`config.mk`:
```
export PLATFORM = sky130hd
export DESIGN_NAME = instr_fetch_decode
export DESIGN_NICKNAME = d
export VERILOG_FILES = /design/src/rtl/fetch_pkg.sv /design/src/rtl/instr_decoder.sv /design/src/rtl/instr_fetch_decode.sv
export SDC_FILE = /design/constraint.sdc
export NUM_CORES = 1
export LEC_CHECK = 0
export BUFFER_PORTS_ARGS = -buffer_cell sky130_fd_sc_hd__buf_2
export CELL_PAD_IN_SITES_DETAIL_PLACEMENT = 1
export CELL_PAD_IN_SITES_GLOBAL_PLACEMENT = 2
export CORE_ASPECT_RATIO = 0.9
export CORE_MARGIN = 5
export CORE_UTILIZATION = 32
export DETAILED_ROUTE_END_ITERATION = 6
export MAX_ROUTING_LAYER = met4
export PLACE_DENSITY = 0.85
export SLEW_MARGIN = 30
export SYNTH_ARGS = -nofsm -noshare
export SYNTH_HDL_FRONTEND = slang
export SYNTH_SLANG_ARGS = --single-unit
```
`constraint.sdc`:
```
create_clock -name CLK -period 1.75 [get_ports CLK]
set_input_delay 0.175 -clock CLK [delete_from_list [all_inputs] [get_ports CLK]]
set_output_delay 0.175 -clock CLK [all_outputs]
set_load 0.005 [all_outputs]
```
`src/rtl/fetch_pkg.sv`:
```
// fetch_pkg: shared definitions for the instruction fetch/decode block.
//   - state_t    : controller states (FETCH, WAIT, DECODE, EXEC, HALT)
//   - OP_*       : 4-bit opcodes held in IR[7:4]
//   - FS_*       : ALU function-select codes
//   - *_HI/*_LO  : instruction field bit positions
//   - ctrl_t     : bundle of decoded control fields
package fetch_pkg;

    typedef enum logic [2:0] {
        FETCH  = 3'd0,
        WAIT   = 3'd1,
        DECODE = 3'd2,
        EXEC   = 3'd3,
        HALT   = 3'd4
    } state_t;

    localparam logic [3:0] OP_NOP  = 4'h0;
    localparam logic [3:0] OP_MOVA = 4'h1;
    localparam logic [3:0] OP_INC  = 4'h2;
    localparam logic [3:0] OP_ADD  = 4'h3;
    localparam logic [3:0] OP_SUB  = 4'h4;
    localparam logic [3:0] OP_AND  = 4'h5;
    localparam logic [3:0] OP_OR   = 4'h6;
    localparam logic [3:0] OP_XOR  = 4'h7;
    localparam logic [3:0] OP_LDI  = 4'h8;
    localparam logic [3:0] OP_ADI  = 4'h9;
    localparam logic [3:0] OP_LD   = 4'hA;
    localparam logic [3:0] OP_ST   = 4'hB;
    localparam logic [3:0] OP_BRZ  = 4'hC;
    localparam logic [3:0] OP_BRN  = 4'hD;
    localparam logic [3:0] OP_JMP  = 4'hE;
    localparam logic [3:0] OP_HALT = 4'hF;

    localparam logic [3:0] FS_MOV   = 4'b0000;
    localparam logic [3:0] FS_INC   = 4'b0001;
    localparam logic [3:0] FS_ADD   = 4'b0010;
    localparam logic [3:0] FS_SUB   = 4'b0101;
    localparam logic [3:0] FS_AND   = 4'b1000;
    localparam logic [3:0] FS_OR    = 4'b1001;
    localparam logic [3:0] FS_XOR   = 4'b1010;
    localparam logic [3:0] FS_PASSB = 4'b1100;

    localparam int OPC_HI = 7;
    localparam int OPC_LO = 4;
    localparam int LA_HI  = 3;
    localparam int LA_LO  = 2;
    localparam int RA_HI  = 1;
    localparam int RA_LO  = 0;

    typedef struct packed {
        logic       pl;
        logic       jb;
        logic       bc;
        logic [1:0] la;
        logic [1:0] ra;
        logic [1:0] da;
        logic [1:0] aa;
        logic [1:0] ba;
        logic       mb;
        logic [3:0] fs;
        logic       md;
        logic       rw;
        logic       mw;
    } ctrl_t;

endpackage

```
`src/rtl/instr_decoder.sv`:
```
// instr_decoder: purely combinational decode of an 8-bit instruction word.
// Ports:
//   i_ir              in   8  instruction register
//   o_pl/o_jb/o_bc    out  1  PC control (load, jump/branch select, branch cond)
//   o_la/o_ra         out  2  IR[3:2] / IR[1:0] (branch offset halves)
//   o_da/o_aa/o_ba    out  2  register addresses (dest, A, B)
//   o_mb              out  1  immediate on B bus
//   o_fs              out  4  ALU function select
//   o_md/o_rw/o_mw    out  1  memory-to-reg, reg write, mem write
//   o_halt            out  1  opcode is HALT
module instr_decoder
    import fetch_pkg::*;
(
    input  logic [7:0] i_ir,
    output logic       o_pl,
    output logic       o_jb,
    output logic       o_bc,
    output logic [1:0] o_la,
    output logic [1:0] o_ra,
    output logic [1:0] o_da,
    output logic [1:0] o_aa,
    output logic [1:0] o_ba,
    output logic       o_mb,
    output logic [3:0] o_fs,
    output logic       o_md,
    output logic       o_rw,
    output logic       o_mw,
    output logic       o_halt
);

    logic [3:0] w_opc;
    assign w_opc = i_ir[OPC_HI:OPC_LO];

    always_comb begin
        o_pl   = 1'b0;
        o_jb   = 1'b0;
        o_bc   = 1'b0;
        o_mb   = 1'b0;
        o_fs   = FS_MOV;
        o_md   = 1'b0;
        o_rw   = 1'b0;
        o_mw   = 1'b0;
        o_halt = 1'b0;
        // Register/offset fields are pure bit slices, independent of opcode.
        o_la   = i_ir[LA_HI:LA_LO];
        o_ra   = i_ir[RA_HI:RA_LO];
        o_da   = i_ir[LA_HI:LA_LO];
        o_aa   = i_ir[LA_HI:LA_LO];
        o_ba   = i_ir[RA_HI:RA_LO];
        case (w_opc)
            OP_NOP:  ;
            OP_MOVA: begin o_fs = FS_MOV;   o_rw = 1'b1; end
            OP_INC:  begin o_fs = FS_INC;   o_rw = 1'b1; end
            OP_ADD:  begin o_fs = FS_ADD;   o_rw = 1'b1; end
            OP_SUB:  begin o_fs = FS_SUB;   o_rw = 1'b1; end
            OP_AND:  begin o_fs = FS_AND;   o_rw = 1'b1; end
            OP_OR:   begin o_fs = FS_OR;    o_rw = 1'b1; end
            OP_XOR:  begin o_fs = FS_XOR;   o_rw = 1'b1; end
            OP_LDI:  begin o_fs = FS_PASSB; o_rw = 1'b1; o_mb = 1'b1; end
            OP_ADI:  begin o_fs = FS_ADD;   o_rw = 1'b1; o_mb = 1'b1; end
            OP_LD:   begin o_md = 1'b1;     o_rw = 1'b1; end
            OP_ST:   o_mw = 1'b1;
            OP_BRZ:  o_pl = 1'b1;
            OP_BRN:  begin o_pl = 1'b1; o_bc = 1'b1; end
            OP_JMP:  begin o_pl = 1'b1; o_jb = 1'b1; end
            OP_HALT: o_halt = 1'b1;
            default: ;
        endcase
    end

endmodule

```
`src/rtl/instr_fetch_decode.sv`:
```
// instr_fetch_decode: multi-cycle fetch/decode controller.
// Fetches the instruction at PC over a req/ready handshake, latches it in IR,
// decodes it and presents the controls for exactly one EXEC cycle.
// Ports:
//   CLK, RST_N            clock, asynchronous active-low reset
//   PC        in  AW      current program counter
//   IMEM_REQ  out 1       fetch request, held until IMEM_RDY
//   IMEM_ADDR out AW      fetch address (PC captured at fetch start)
//   IMEM_RDY  in  1       instruction data valid
//   IMEM_DATA in  IW      instruction word
//   CTRL_VALID out 1      one-cycle strobe qualifying all control outputs
//   PL/JB/BC, LAddress/RAddress, DA/AA/BA, MB, FS, MD, RW, MW   decoded controls
//   HALTED    out 1       core halted (level)
//   FETCH_ERR out 1       sticky fetch timeout flag
module instr_fetch_decode
    import fetch_pkg::*;
#(
    parameter int AW      = 4,
    parameter int IW      = 8,
    parameter int TIMEOUT = 15
) (
    input  logic          CLK,
    input  logic          RST_N,
    input  logic [AW-1:0] PC,
    output logic          IMEM_REQ,
    output logic [AW-1:0] IMEM_ADDR,
    input  logic          IMEM_RDY,
    input  logic [IW-1:0] IMEM_DATA,
    output logic          CTRL_VALID,
    output logic          PL,
    output logic          JB,
    output logic          BC,
    output logic [1:0]    LAddress,
    output logic [1:0]    RAddress,
    output logic [1:0]    DA,
    output logic [1:0]    AA,
    output logic [1:0]    BA,
    output logic          MB,
    output logic [3:0]    FS,
    output logic          MD,
    output logic          RW,
    output logic          MW,
    output logic          HALTED,
    output logic          FETCH_ERR
);

    localparam int CW = $clog2(TIMEOUT + 1);
    // A WAIT cycle without data that starts with this count pushes the
    // counter to TIMEOUT, i.e. it is the last cycle allowed.
    localparam logic [CW-1:0] CNT_LAST = CW'(TIMEOUT - 1);

    state_t        r_state,  w_state_nxt;
    logic [IW-1:0] r_ir,     w_ir_nxt;
    logic [CW-1:0] r_cnt,    w_cnt_nxt;
    logic [AW-1:0] r_addr,   w_addr_nxt;
    logic          r_req,    w_req_nxt;
    logic          r_valid,  w_valid_nxt;
    ctrl_t         r_ctrl,   w_ctrl_nxt;
    logic          r_halted, w_halted_nxt;
    logic          r_err,    w_err_nxt;

    logic       w_pl, w_jb, w_bc, w_mb, w_md, w_rw, w_mw, w_halt;
    logic [1:0] w_la, w_ra, w_da, w_aa, w_ba;
    logic [3:0] w_fs;
    ctrl_t      w_dec;

    instr_decoder u_dec (
        .i_ir   (r_ir),
        .o_pl   (w_pl),
        .o_jb   (w_jb),
        .o_bc   (w_bc),
        .o_la   (w_la),
        .o_ra   (w_ra),
        .o_da   (w_da),
        .o_aa   (w_aa),
        .o_ba   (w_ba),
        .o_mb   (w_mb),
        .o_fs   (w_fs),
        .o_md   (w_md),
        .o_rw   (w_rw),
        .o_mw   (w_mw),
        .o_halt (w_halt)
    );

    assign w_dec = {w_pl, w_jb, w_bc, w_la, w_ra, w_da, w_aa, w_ba,
                    w_mb, w_fs, w_md, w_rw, w_mw};

    always_ff @(posedge CLK or negedge RST_N) begin
        if (!RST_N) begin
            r_state  <= FETCH;
            r_ir     <= '0;
            r_cnt    <= '0;
            r_addr   <= '0;
            r_req    <= 1'b0;
            r_valid  <= 1'b0;
            r_ctrl   <= '0;
            r_halted <= 1'b0;
            r_err    <= 1'b0;
        end else begin
            r_state  <= w_state_nxt;
            r_ir     <= w_ir_nxt;
            r_cnt    <= w_cnt_nxt;
            r_addr   <= w_addr_nxt;
            r_req    <= w_req_nxt;
            r_valid  <= w_valid_nxt;
            r_ctrl   <= w_ctrl_nxt;
            r_halted <= w_halted_nxt;
            r_err    <= w_err_nxt;
        end
    end

    always_comb begin
        w_state_nxt  = r_state;
        w_ir_nxt     = r_ir;
        w_cnt_nxt    = r_cnt;
        w_addr_nxt   = r_addr;
        w_req_nxt    = r_req;
        w_halted_nxt = r_halted;
        w_err_nxt    = r_err;
        // Controls and strobe are only ever loaded on the DECODE edge, so they
        // fall back to zero after the single EXEC cycle.
        w_valid_nxt  = 1'b0;
        w_ctrl_nxt   = '0;
        case (r_state)
            FETCH: begin
                w_addr_nxt  = PC;
                w_req_nxt   = 1'b1;
                w_cnt_nxt   = '0;
                w_state_nxt = WAIT;
            end
            WAIT: begin
                // Data has priority over the timeout in the final cycle.
                if (IMEM_RDY) begin
                    w_ir_nxt    = IMEM_DATA;
                    w_req_nxt   = 1'b0;
                    w_state_nxt = DECODE;
                end else begin
                    w_cnt_nxt = r_cnt + 1'b1;
                    if (r_cnt == CNT_LAST) begin
                        w_err_nxt    = 1'b1;
                        w_halted_nxt = 1'b1;
                        w_req_nxt    = 1'b0;
                        w_state_nxt  = HALT;
                    end
                end
            end
            DECODE: begin
                if (w_halt) begin
                    w_halted_nxt = 1'b1;
                    w_state_nxt  = HALT;
                end else begin
                    w_ctrl_nxt  = w_dec;
                    w_valid_nxt = 1'b1;
                    w_state_nxt = EXEC;
                end
            end
            EXEC:    w_state_nxt = FETCH;
            HALT:    ;
            default: w_state_nxt = FETCH;
        endcase
    end

    assign IMEM_REQ   = r_req;
    assign IMEM_ADDR  = r_addr;
    assign CTRL_VALID = r_valid;
    assign PL         = r_ctrl.pl;
    assign JB         = r_ctrl.jb;
    assign BC         = r_ctrl.bc;
    assign LAddress   = r_ctrl.la;
    assign RAddress   = r_ctrl.ra;
    assign DA         = r_ctrl.da;
    assign AA         = r_ctrl.aa;
    assign BA         = r_ctrl.ba;
    assign MB         = r_ctrl.mb;
    assign FS         = r_ctrl.fs;
    assign MD         = r_ctrl.md;
    assign RW         = r_ctrl.rw;
    assign MW         = r_ctrl.mw;
    assign HALTED     = r_halted;
    assign FETCH_ERR  = r_err;

endmodule
```
==> key figures, run 1 <==
Run status
  • Outcome: finished, final reports clean

Synthesis
  • Yosys top cell area share: 61.3%
  • Cell taking the most area after synthesis: dfrtp_1
  • Post-synthesis cell count: 136
  • Yosys reg bits: 38
  • Synth top area cells: dfrtp_1 (61%), mux2_2 (5.8%), nand2_1 (4.8%)
  • Syn Area/Cell: 11.4 um2
  • Sequential share of the synthesized area: 61.3%
  • Synth cell types: 35
  • Synthesized cell area: 1550 um2
  • Syn_nets: 153
  • Syn. warnings: 0

Floorplan
  • Die ar.: 6340 um2
  • Starting Density: 32.5%
  • Vert. Die Dim: 76.0 um
  • Die width: 83.4 um
  • Core area: 4770 um2
  • # IOs: 44
  • FP Rows: 24

Detailed routing
  • Wire length per cell: 15.0 um
  • # DRC: 0
  • 1st-iter DRT viols: 16
  • Antenna viol nets, final: 0
  • Total number of vias: 1176
  • TritonRoute pass-1 iters: 2
  • Routed wire length: 3.75 mm
  • Routed vias/inst: 4.72

Global routing
  • Grt total ovfl: 0
  • Largest net degree at the start of global routing: 39
  • Tot GR Track Use: 12.9%
  • First-pass GRT wire length: 6.20 mm
  • Initial antenna violation count: 0
  • Vias in the first global route: 1260

Critical path
  • Crit Path Class: flop to flop
  • Worst R2R Path Depth: 3
  • Reg-to-reg endpoint: r_cnt[3]
  • Critical Path AT: 1.84 ns
  • CP Max Fanout: 7
  • Req. time, crit path: 1.97 ns
  • Critical Path Source Type: flop
  • Crit. End Element: flop
  • R2R setup slack: 0.13 ns
  • R2r startpoint: r_state[2]

Min path
  • Hold Path Origin: PC[3]
  • Hold endpoint: IMEM_ADDR[3]
  • Hold Path Cell Cnt: 3
  • Hold Path Class: primary input to flop

Timing
  • Tmin final: 1.62 ns
  • Final hold viol count: 0
  • Setup TNS: 0 ns
  • RSZ-0062 raised after global routing: false
  • Layout Skew: 0.00238 ns
  • Fin crit share: 92.8%
  • Top achievable clock speed: 616 MHz
  • Worst slew pin tran: 0.476 ns
  • Final Setup Violations: 0
  • Max-slew headroom: 68.3%
  • Max-slew violations: 0

Flow run
  • Max-Cap Viols: 0

Power and ir drop
  • Internal Power: 1.35 mW
  • PwrDens: 844 nW/um2
  • Static Leakage: 1.03 nW
  • Sequential share of power: 52.9%
  • P_sw: 0.313 mW
  • Proportion of power drawn by combinational gates: 2.2%
  • Sw Share: 18.8%
  • Max IR drop VDD: 0.420 mV
  • Tot Pwr: 1.66 mW
  • Clock power share: 44.9%

CTS
  • # clock sinks: 38
  • CTS Buf Count: 5
  • CTS tree: done
  • CTS clk-pin slew, worst paths: 0.07 ns
  • CTS H-tree lvls: 2
  • Postcts setup bufs: 0
  • Clk buf depth: 2
  • Root buf cell: clkbuf_8
  • Post-cts resize count: 0
  • Skew-Pair Late Insertion Delay: 0.29 ns

Final layout
  • Nets: 201
  • Area Overhead vs Synth: 26.9%
  • Diode count: 0
  • Post-route insts no fill: 249
  • Layout cell share with drive strength beyond 1: 38.0%
  • Final Core Density: 41.2%
  • Number of fill cells in the layout: 540

Placement
  • Dpl cells: 241
  • Placer Congestion: 0.853
  • Port Buffers: 43
  • Placed wire-length estimate: 2.76 mm
per-layer routing:
layer	global-route usage [%]	routed length (um)	up-vias
li1	-	-	554
met1	14.3	1530	579
met2	20.6	1920	36
met3	4.32	213	7
met4	6.54	83	0
met5	-	0	-
metrics by stage:
step | hold slack, ns | setup WS [ns] | cell area (um2)
after CTS | 0.00184 | 0.120 | 1950
after detailed placement | 0.323 | 0.117 | 1840
after global routing | 0.0825 | 0.0582 | 1970
after global placement | 0.309 | 0.242 | 1840
final | 0.0722 | 0.126 | 1970
after floorplan | -0.121 | 0.146 | 1550
Yosys cell counts:
cell type / number
nor2_2: 1
nand3_1: 4
and3_1: 4
a21oi_1: 3
clkbuf_1: 4
nor3b_1: 2
o21bai_1: 1
buf_2: 1
o211ai_1: 1
nand2b_1: 2
dfrtp_1: 38
or3b_2: 1
nand4_1: 1
nor2b_1: 2
nand2_1: 20
a31oi_1: 1
o21ai_0: 4
buf_4: 6
nor3_1: 1
inv_1: 3
mux2_2: 8
and2_1: 1
and2b_1: 1
o221ai_1: 2
ha_1: 2
or2_2: 2
nor4_1: 1
mux2i_1: 1
o31ai_1: 2
a22o_1: 1
a221oi_1: 1
or4b_1: 1
o211a_1: 1
or3_1: 3
nor2_1: 9
flip-flops by register name, indices dropped and copies added (netlist names), 2 cells and up:
| name | flops |
|---|---|
| AA | 2 |
| r_cnt | 4 |
| BA | 2 |
| r_state | 3 |
| FS | 4 |
| IMEM_ADDR | 4 |
| r_ir | 8 |
cells by family after synthesis:
family,share of synthesized area (%)
simple gates,18.2
flops,61.3
mux,6.46
buf+inv,4.92
fa+ha+maj,1.61
compound gates,7.51
how the worst max path moves through the flow:
stage | start | end
after global routing | r_state[2] | r_cnt[3]
after floorplan | r_state[2] | r_cnt[3]
after global placement | r_state[2] | r_cnt[3]
after detailed placement | r_state[2] | r_cnt[3]
final | r_state[2] | r_cnt[3]
after CTS | r_state[2] | r_cnt[3]
timing repair:
action	CTS	global route
setup endpoints to repair	0	0
hold endpoints to repair	0	38
hold buffers	0	1
worst max-delay path, cell delays in order (launching register included):
cell and delay, ns:
dfrtp_1 0.46, or4b_1 0.58, or3_1 0.36, a21oi_1 0.15
layout by cell type (no fill, tap or decap), types with 2 or more instances in the layout:
cell / n
a21oi_1: 3
and3_1: 4
buf_2: 42
buf_4: 9
clkbuf_8: 6
dfrtp_1: 38
ha_1: 2
inv_1: 3
mux2_2: 8
nand2_1: 20
nand2b_1: 2
nand3_1: 4
nor2_1: 9
nor2b_1: 2
nor3b_1: 2
o21ai_0: 4
o221ai_1: 2
o31ai_1: 2
or2_2: 2
or3_1: 3
power by group through the flow:
stage | clock network, mW | logic, mW | registers (mW)
final | 0.746 | 0.0363 | 0.878
after global routing | 0.817 | 0.0429 | 0.877
after CTS | 0.772 | 0.0354 | 0.878
after detailed placement | 0 | 0.0355 | 0.895
after global placement | 0 | 0.0343 | 0.895
after floorplan | 0 | 0.000839 | 0.895
cell type report:
class | instances | area (um2) | area share [%]
Sequential cell | 38 | 951 | 48.3
Multi-Input combinational cell | 84 | 523 | 26.6
Timing Repair Buffer | 52 | 288 | 14.6
Clock buffer | 6 | 82.6 | 4.20
Tap cell | 65 | 81.3 | 4.13
Clock inverter | 1 | 30.0 | 1.53
Inverter | 3 | 11.3 | 0.573
No activity file was read; power rests on OpenSTA's default activity.
==> inputs of run 2 (changes only) <==
--- a/config.mk
+++ b/config.mk
@@ -10,11 +10,12 @@
 export CELL_PAD_IN_SITES_GLOBAL_PLACEMENT = 2
 export CORE_ASPECT_RATIO = 0.9
 export CORE_MARGIN = 5
-export CORE_UTILIZATION = 32
+export CORE_UTILIZATION = 34
 export DETAILED_ROUTE_END_ITERATION = 6
 export MAX_ROUTING_LAYER = met4
 export PLACE_DENSITY = 0.85
 export SLEW_MARGIN = 30
 export SYNTH_ARGS = -nofsm -noshare
 export SYNTH_HDL_FRONTEND = slang
+export SYNTH_HIERARCHICAL = 1
 export SYNTH_SLANG_ARGS = --single-unit
==> key figures, run 2 <==
Run status
  • Outcome: finished, final reports clean (unchanged)

Synthesis
  • Syn Area/Cell: 12.3 um2 (was 11.4 um2)
  • Yosys reg bits: 44 (was 38)
  • Syn_nets: 167 (was 153)
  • Number of flops mapped to enable cells by yosys: 0 (unchanged)
  • Top-count cell post-synth: dfrtp_1 (unchanged)
  • Post-synth top flop: dfrtp_1 (unchanged)
  • Yosys top cell area share: 59.6% (was 61.3%)
  • Synthesized cell area: 1850 um2 (was 1550 um2)
  • Syn. warnings: 6 (was 0)
  • Synth cell types: 36 (was 35)
  • Synth top cells by count: dfrtp_1 (44), and2_1 (21), mux2_2 (12), buf_4 (10), nor2_1 (8) (was dfrtp_1 (38), nand2_1 (20), nor2_1 (9), mux2_2 (8), buf_4 (6))
  • Cell taking the most area after synthesis: dfrtp_1 (unchanged)
  • Post-synthesis cell count: 150 (was 136)
  • Synth top area cells: dfrtp_1 (60%), mux2_2 (7.3%), and2_1 (7.1%) (was dfrtp_1 (61%), mux2_2 (5.8%), nand2_1 (4.8%))
  • Sequential share of the synthesized area: 59.6% (was 61.3%)
  • Fraction of registers with async set/reset: 100% (unchanged)

Critical path
  • CP Max Fanout: 9 (was 7)
  • Crit Path Class: flop to flop (unchanged)
  • Critical Path Source Type: flop (unchanged)
  • Req. time, crit path: 1.94 ns (was 1.97 ns)
  • Crit. End Element: flop (unchanged)
  • Critical Path AT: 1.78 ns (was 1.84 ns)

Timing
  • Fin crit share: 90.8% (was 92.8%)
  • RSZ-0062 raised after global routing: false (unchanged)
  • Max-slew headroom: 65.2% (was 68.3%)
  • Final hold viol count: 0 (unchanged)
  • Top achievable clock speed: 629 MHz (was 616 MHz)
  • Worst slew pin tran: 0.521 ns (was 0.476 ns)
  • Tmin final: 1.59 ns (was 1.62 ns)
  • Setup TNS: 0 ns (unchanged)
  • Layout Skew: 0.00884 ns (was 0.00238 ns)
  • Final Setup Violations: 0 (unchanged)
  • Max-slew violations: 0 (unchanged)

Power and ir drop
  • Proportion of power drawn by combinational gates: 33.8% (was 2.2%)
  • Tot Pwr: 3.50 mW (was 1.66 mW)
  • Sw Share: 32.2% (was 18.8%)
  • PwrDens: 1570 nW/um2 (was 844 nW/um2)
  • Clock power share: 22.7% (was 44.9%)
  • Internal Power: 2.37 mW (was 1.35 mW)
  • P_sw: 1.13 mW (was 0.313 mW)
  • Max IR drop VDD: 0.654 mV (was 0.420 mV)
  • Static Leakage: 1.15 nW (was 1.03 nW)
  • Sequential share of power: 43.4% (was 52.9%)

Global routing
  • Vias in the first global route: 1288 (was 1260)
  • Grt total ovfl: 0 (unchanged)
  • Initial antenna violation count: 0 (unchanged)
  • Largest net degree at the start of global routing: 25 (was 39)
  • First-pass GRT wire length: 6.31 mm (was 6.20 mm)
  • Tot GR Track Use: 12.3% (was 12.9%)

CTS
  • CTS H-tree lvls: 2 (unchanged)
  • Skew-Pair Late Insertion Delay: 0.31 ns (was 0.29 ns)
  • Root buf cell: clkbuf_8 (unchanged)
  • Post-cts resize count: 0 (unchanged)
  • Clk buf depth: 2 (unchanged)
  • CTS tree: done (unchanged)
  • # clock sinks: 44 (was 38)
  • CTS clk-pin slew, worst paths: 0.09 ns (was 0.07 ns)
  • Postcts setup bufs: 0 (unchanged)
  • CTS Buf Count: 5 (unchanged)

Placement
  • Placed wire-length estimate: 2.71 mm (was 2.76 mm)
  • Port Buffers: 43 (unchanged)
  • Placer Congestion: 0.758 (was 0.853)

Detailed routing
  • Total number of vias: 1194 (was 1176)
  • Routed wire length: 3.64 mm (was 3.75 mm)
  • Wire length per cell: 14.0 um (was 15.0 um)
  • # DRC: 0 (unchanged)
  • TritonRoute pass-1 iters: 4 (was 2)
  • 1st-iter DRT viols: 47 (was 16)
  • Routed vias/inst: 4.57 (was 4.72)
  • Antenna viol nets, final: 0 (unchanged)

Min path
  • Hold Path Class: primary input to flop (unchanged)

Final layout
  • Commonest non-fill, non-tap cell in the layout: dfrtp_1 (was buf_2)
  • Most frequent cells in the layout: dfrtp_1 (44), buf_2 (43), and2_1 (21) (was buf_2 (42), dfrtp_1 (38), nand2_1 (20))
  • Largest Register: r_ir (unchanged)
  • Number of flip-flops in the largest register: 8 (unchanged)
  • Diode count: 0 (unchanged)
  • Nets: 210 (was 201)
  • Area Overhead vs Synth: 20.6% (was 26.9%)
  • Layout cell share with drive strength beyond 1: 39.7% (was 38.0%)

Floorplan
  • Core area: 5260 um2 (was 4770 um2)
  • Die ar.: 7010 um2 (was 6340 um2)
  • Die width: 87.7 um (was 83.4 um)
  • # IOs: 44 (unchanged)
  • Starting Density: 35.1% (was 32.5%)
  • Vert. Die Dim: 79.9 um (was 76.0 um)
  • FP Rows: 25 (was 24)

Flow run
  • Max-Cap Viols: 0 (unchanged)
==> run 2: changes by cell type after synthesis, sizes merged, moves of 2 or more <==
cell / previous run / this run
nor3: 1 / 4
nand2b: 2 / 4
and3: 4 / 0
and2: 1 / 21
o31ai: 2 / 0
nand2: 20 / 3
mux2: 8 / 12
dfrtp: 38 / 44
o221ai: 2 / 0
nor2: 10 / 8
buf: 7 / 12
o21a: 0 / 2
==> run 2: path summary, 6_finish.rpt <==
check	from	end	slack, ns	cells past startpoint
worst max-delay path	r_state[2]	r_ir[7]	0.16	3
worst min-delay path	IMEM_DATA[1]	r_ir[1]	0.1	2
worst max register to register	r_state[2]	r_ir[7]	0.16	3
worst min register to register	HALTED	HALTED	0.48	1
max in group asynchronous	RST_N	r_cnt[0]	0.79	3
min in group asynchronous	RST_N	RAddress[1]	0.36	2
==> run 2: timing repair <==
item / 4_1_cts / 5_1_grt
endpoints found under the setup margin: 0 / 0
hold buffers: 1 / 0
endpoints found under the hold margin: 22 / 0
==> run 2: power by group through the flow <==
| stage | combinational (mW) | sequential [mW] | clock (mW) |
|---|---|---|---|
| 2_1_floorplan | 0.880 | 1.55 | 0 |
| 3_3_place_gp | 1.17 | 1.52 | 0 |
| 3_5_place_dp | 1.21 | 1.54 | 0 |
| 4_1_cts | 1.22 | 1.53 | 0.822 |
| 5_1_grt | 1.33 | 1.57 | 0.880 |
| 6_report | 1.18 | 1.52 | 0.796 |
==> run 2: cells by family after synthesis <==
| logic type | synth area share [%] |
|---|---|
| flops | 59.6 |
| buf+inv | 5.83 |
| simple gates | 19.7 |
| fa+ha+maj | 1.35 |
| compound gates | 5.08 |
| mux | 8.40 |
==> run 2: layout make-up <==
class | instances | area, um2
repair buffers | 51 | 278
fillers | 591 | 3030
flip-flops and latches | 44 | 1100
clock inverters | 3 | 46.3
well taps | 67 | 83.8
inverters | 3 | 11.3
multi-input cells | 88 | 638
clock buffers | 5 | 68.8
==> run 2: critical path, cell delays in order, from the launching register on <==
cell and delay, ns:
dfrtp_1 0.46, or2_4 0.29, nor3_4 0.35, mux2_2 0.39
==> run 2: metrics by stage <==
stage                     worst slack [ns]  utilization, %  area, um2  std cells  hold slack, ns
after floorplan                      0.302               -       1850        150          -0.121
after global placement               0.194            40.0       2100        252           0.187
after detailed placement             0.133            40.0       2100        252           0.183
after CTS                            0.129            42.4       2230        261          0.0863
after global routing                0.0727            42.4       2230        261          0.0809
final                                0.161            42.4       2230        261          0.0981
==> run 2: per-layer routing <==
metal / global-route usage [%] / wire (um) / up-vias
li1: - / - / 577
met1: 15.1 / 1710 / 585
met2: 18.4 / 1700 / 26
met3: 4.75 / 173 / 6
met4: 4.14 / 51 / 0
met5: - / 0 / -
